**config.mk**
```make
export PLATFORM = sky130hd
export DESIGN_NAME = ram_arbiter2
export DESIGN_NICKNAME = d
export VERILOG_FILES = /design/src/rtl/ram_arbiter2.sv
export SDC_FILE = /design/constraint.sdc
export NUM_CORES = 1
export LEC_CHECK = 0
export ABC_AREA = 1
export BUFFER_PORTS_ARGS = -buffer_cell sky130_fd_sc_hd__clkbuf_2
export CORE_AREA = 2 2 89 65
export DETAILED_ROUTE_END_ITERATION = 10
export DIE_AREA = 0 0 91 67
export GPL_TIMING_DRIVEN = 0
export PLACE_DENSITY = 0.86
export SYNTH_ARGS = -nofsm -noshare
export SYNTH_HDL_FRONTEND = slang
export SYNTH_SLANG_ARGS = --single-unit
export TNS_END_PERCENT = 50
```
**constraint.sdc**
```tcl
create_clock -name clk -period 4 [get_ports clk]
set_input_delay 0.8 -clock clk [delete_from_list [all_inputs] [get_ports clk]]
set_output_delay 0.8 -clock clk [all_outputs]
set_load 0.05 [all_outputs]
```
**src/rtl/ram_arbiter2.sv**
```systemverilog
// Two-client, block-granular arbiter in front of a single RAMController cmd/data port.
// Round-robin on ties, optional ownership lock across blocks bounded by LockLimit.
module ram_arbiter2 #(
  parameter int BlockWidth = 21,
  parameter int DataWidth  = 16,
  parameter int LockLimit  = 64
) (
  input  logic                  clk,
  input  logic                  rst_,
  // client 0
  output logic                  c0_cmd_ready,
  input  logic                  c0_cmd_trigger,
  input  logic [BlockWidth-1:0] c0_cmd_block,
  input  logic                  c0_cmd_write,
  input  logic                  c0_cmd_lock,
  output logic                  c0_data_ready,
  input  logic                  c0_data_trigger,
  input  logic [DataWidth-1:0]  c0_data_write,
  output logic [DataWidth-1:0]  c0_data_read,
  // client 1
  output logic                  c1_cmd_ready,
  input  logic                  c1_cmd_trigger,
  input  logic [BlockWidth-1:0] c1_cmd_block,
  input  logic                  c1_cmd_write,
  input  logic                  c1_cmd_lock,
  output logic                  c1_data_ready,
  input  logic                  c1_data_trigger,
  input  logic [DataWidth-1:0]  c1_data_write,
  output logic [DataWidth-1:0]  c1_data_read,
  // controller
  input  logic                  ctl_cmd_ready,
  output logic                  ctl_cmd_trigger,
  output logic [BlockWidth-1:0] ctl_cmd_block,
  output logic                  ctl_cmd_write,
  input  logic                  ctl_data_ready,
  output logic                  ctl_data_trigger,
  output logic [DataWidth-1:0]  ctl_data_write,
  input  logic [DataWidth-1:0]  ctl_data_read
);

  typedef enum logic [1:0] {IDLE, CMD, DATA} state_e;

  state_e      state_q, state_d;
  logic        owner_q, owner_d;
  logic        last_q, last_d;
  logic [15:0] lock_cnt_q, lock_cnt_d;

  logic        own_trig, own_lock, oth_trig;
  logic [16:0] cnt_inc;

  assign own_trig = owner_q ? c1_cmd_trigger : c0_cmd_trigger;
  assign own_lock = owner_q ? c1_cmd_lock    : c0_cmd_lock;
  assign oth_trig = owner_q ? c0_cmd_trigger : c1_cmd_trigger;
  assign cnt_inc  = {1'b0, lock_cnt_q} + 17'd1;

  assign c0_data_read = ctl_data_read;
  assign c1_data_read = ctl_data_read;

  always_ff @(posedge clk) begin
    if (!rst_) begin
      state_q    <= IDLE;
      owner_q    <= 1'b0;
      last_q     <= 1'b1;
      lock_cnt_q <= '0;
    end else begin
      state_q    <= state_d;
      owner_q    <= owner_d;
      last_q     <= last_d;
      lock_cnt_q <= lock_cnt_d;
    end
  end

  always_comb begin
    state_d          = state_q;
    owner_d          = owner_q;
    last_d           = last_q;
    lock_cnt_d       = lock_cnt_q;
    c0_cmd_ready     = 1'b0;
    c1_cmd_ready     = 1'b0;
    c0_data_ready    = 1'b0;
    c1_data_ready    = 1'b0;
    ctl_cmd_trigger  = 1'b0;
    ctl_cmd_block    = '0;
    ctl_cmd_write    = 1'b0;
    ctl_data_trigger = 1'b0;
    ctl_data_write   = '0;
    unique case (state_q)
      IDLE: begin
        if (c0_cmd_trigger || c1_cmd_trigger) begin
          state_d = CMD;
          owner_d = (c0_cmd_trigger && c1_cmd_trigger) ? ~last_q : c1_cmd_trigger;
        end
      end
      CMD: begin
        ctl_cmd_trigger = own_trig;
        ctl_cmd_block   = owner_q ? c1_cmd_block : c0_cmd_block;
        ctl_cmd_write   = owner_q ? c1_cmd_write : c0_cmd_write;
        c0_cmd_ready    = !owner_q && ctl_cmd_ready;
        c1_cmd_ready    =  owner_q && ctl_cmd_ready;
        if (ctl_cmd_ready && own_trig) begin
          state_d = DATA;
        end else if (!own_trig && !own_lock) begin
          state_d    = IDLE;
          last_d     = owner_q;
          lock_cnt_d = '0;
        end
      end
      DATA: begin
        ctl_data_trigger = owner_q ? c1_data_trigger : c0_data_trigger;
        ctl_data_write   = owner_q ? c1_data_write   : c0_data_write;
        c0_data_ready    = !owner_q && ctl_data_ready;
        c1_data_ready    =  owner_q && ctl_data_ready;
        // controller raising cmd_ready again marks the end of the block
        if (ctl_cmd_ready) begin
          if (own_lock && (!oth_trig || cnt_inc < 17'(LockLimit))) begin
            state_d = CMD;
            if (lock_cnt_q < 16'(LockLimit)) lock_cnt_d = cnt_inc[15:0];
          end else begin
            state_d    = IDLE;
            last_d     = owner_q;
            lock_cnt_d = '0;
          end
        end
      end
      default: state_d = IDLE;
    endcase
  end

endmodule
```
==> qor.txt <==
startpoint types - flop
H-tree lvl count - 1
GRT overflow - 0
port bufs - 161
Hold Crit Start - last_q
Starting Density - 0.4229
placed cell count - 609
Final Setup Violations - 0
slew at the pin closest to its max-slew limit - 0.5754 ns
antenna violations before repair - 0
post-cts resize count - 0
HP Class - reg2reg
commonest non-fill, non-tap cell in the layout - clkbuf_2
cells on worst reg2reg path - 14
Area Growth Syn to Fin - 44.20%
Die Width - 91 µm
setup TNS - 0 ns
TritonCTS Buffers - 3
Worst R2R Setup Slack - 1.79 ns
Pre-Repair DR Iteration Count - 6
CTS root buffer - clkbuf_8
Hold Path End - last_q
synthesized area - 2188 µm²
Nets - 645
RR Startpoint - lock_cnt_q[0]
Clock Sinks - 20
layout cells sized above 1 - 0.4251
Pwr per Cell Area - 294.8 nW/µm²
Avg Inst Size Synth - 5.820 µm²
drt wl/cell - 12.53 µm
synthesized flop and latch total - 20
Max VDD drop - 0.2614 mV
Residual DRC - 0
slew margin rel. - 0.6150
Crit Path Class - reg2out
net switching power - 451.2 µW
largest net degree at the start of global routing - 13
Net Sw Frac - 0.4851
Mapped Cells - 376
ANT nets after route - 0
DP Worst Slack - 1.520 ns
fin crit period - 2.724 ns
Seq/Total Area, Yosys - 0.1830
final hold slack - 0.4858 ns
DP HPWL - 6504 µm
Yosys warning count - 0
CP peak stage delay - 0.34 ns
clk_skew - 0.007429 ns
first-pass GRT wire length - 11970 µm
crit-path cells - buf_2 -> clkinv_1 -> clkbuf_1 -> nor3_1 -> clkbuf_2
clock power share - 0.217
run status - finished clean
# hold bufs at CTS - 0
most frequent cells in the layout - 161 x clkbuf_2, 127 x nand2_1, 49 x a21oi_1
vias in the first global route - 2574
Initial DRC Count - 305
Clock transition at path regs - 0.08 ns
gr usage total - 0.2363
final-report max-slew violation count - 0
Routed WL - 7679 µm
Finished Cell Area - 3156 µm²
top-level I/O count - 178
Setup crit end kind - output pin
library cells used by synthesis - 30
RSZ-0062 raised after global routing - false
WP data arrival - 1.92 ns
die area - 6097 µm²
Skew-Pair Late Insertion Delay - 0.26 ns
Internal - 479.0 µW
post-CTS setup buffer count - 0
final non-filler cell total - 613
slowest stage cell, crit path - dfxtp_1
final RePlAce weighted congestion - 0.9604
hold-critical path depth - 2
DR vias/cell - 4.949
Setup WS post-layout - 1.276 ns
Mapped Nets - 479
Achievable Freq - 367.0 MHz
Leakage - 0.001674 µW
final hold viol count - 0
FP Rows - 22
worst r2r dst - lock_cnt_q[15]
Comb pwr share - 0.559
Flop pwr share - 0.224
final period utilization - 0.6811
# diodes - 0
Max clock buf depth - 2
Max-Cap Viols - 0
Core Region - 5175 µm²
vias - 3034
crit-path max FO - 10
die height - 67 µm
Worst EP required - 3.20 ns
TritonCTS clock tree - done
Placed Area - 3084 µm²
## power groups by stage
stage | combinational [µW] | clock (µW) | sequential, µW
2_1_floorplan | 387 | 0 | 212
3_3_place_gp | 510 | 0 | 213
3_5_place_dp | 517 | 0 | 213
4_1_cts | 518 | 207 | 208
5_1_grt | 560 | 215 | 210
6_report | 520 | 202 | 209
## synth_stat cells (all sizes together)
master    n  area share
a21oi    50        0.12
buf      37        0.12
clkbuf   10       0.017
clkinv    2      0.0034
dfxtp    20        0.18
ha        1      0.0057
inv      29       0.050
mux2i     1      0.0046
nand2   135        0.25
nand3    24       0.057
nand4    10       0.029
nor2     32       0.073
nor3     13       0.050
nor4      2      0.0057
o211ai    1      0.0034
o21ai     6       0.014
xor2      3       0.012
## flip-flops by register name, indices dropped and copies added, names as in the netlist
register and flops:
lock_cnt_q 16, last_q 1, owner_q 1, state_q 2
## final cells by class
type	count	area [µm²]
buffer	47	305.3
clock buffer	3	41.29
clock inverter	1	30.03
fill	503	2019
inverter	31	116.4
multi-input combinational	278	1366
sequential	20	400.4
tap	72	90.09
timing repair buffer	161	805.8
## logic make-up after synthesis
kind of cell	count (synthesis)	share of synthesized area
buf+inv	78	0.1927
flops	20	0.1830
mux	1	0.004574
xor+xnor	3	0.01201
fa+ha+maj	1	0.005717
compound gates	57	0.1332
simple gates	216	0.4688
## per-stage QoR
stage | util | power, µW
detailed placement | 0.5960 | 730.3
global placement | 0.5960 | 723.1
finish | 0.6098 | 930.3
floorplan | - | 599.1
global route | 0.6098 | 984.1
CTS | 0.6098 | 933.6
## worst max path at each step
stage / from / endpoint / slack, ns / cells after the start
after floorplan: owner_q / c1_cmd_ready / 1.23 / 4
after global placement: c0_cmd_trigger / lock_cnt_q[0] / 1.55 / 10
after detailed placement: c1_cmd_trigger / lock_cnt_q[0] / 1.52 / 12
after CTS: owner_q / c1_data_ready / 1.28 / 5
after global routing: state_q[1] / ctl_data_write[8] / 1.16 / 7
final: owner_q / c1_data_ready / 1.28 / 5
## layer usage
layer | GRT usage | wire (µm)
met3 | 0.03507 | 593
met4 | 0.03598 | 40
met1 | 0.3181 | 3114
met2 | 0.4102 | 3931
met5 | 0 | 0
## critical path, delay by kind of cell (launching register included)
family / cells / cell delay, ns
buf+inv: 4 / 1.04
simple gates: 1 / 0.28
flops: 1 / 0.34
No activity file was read; power rests on OpenSTA's default activity.
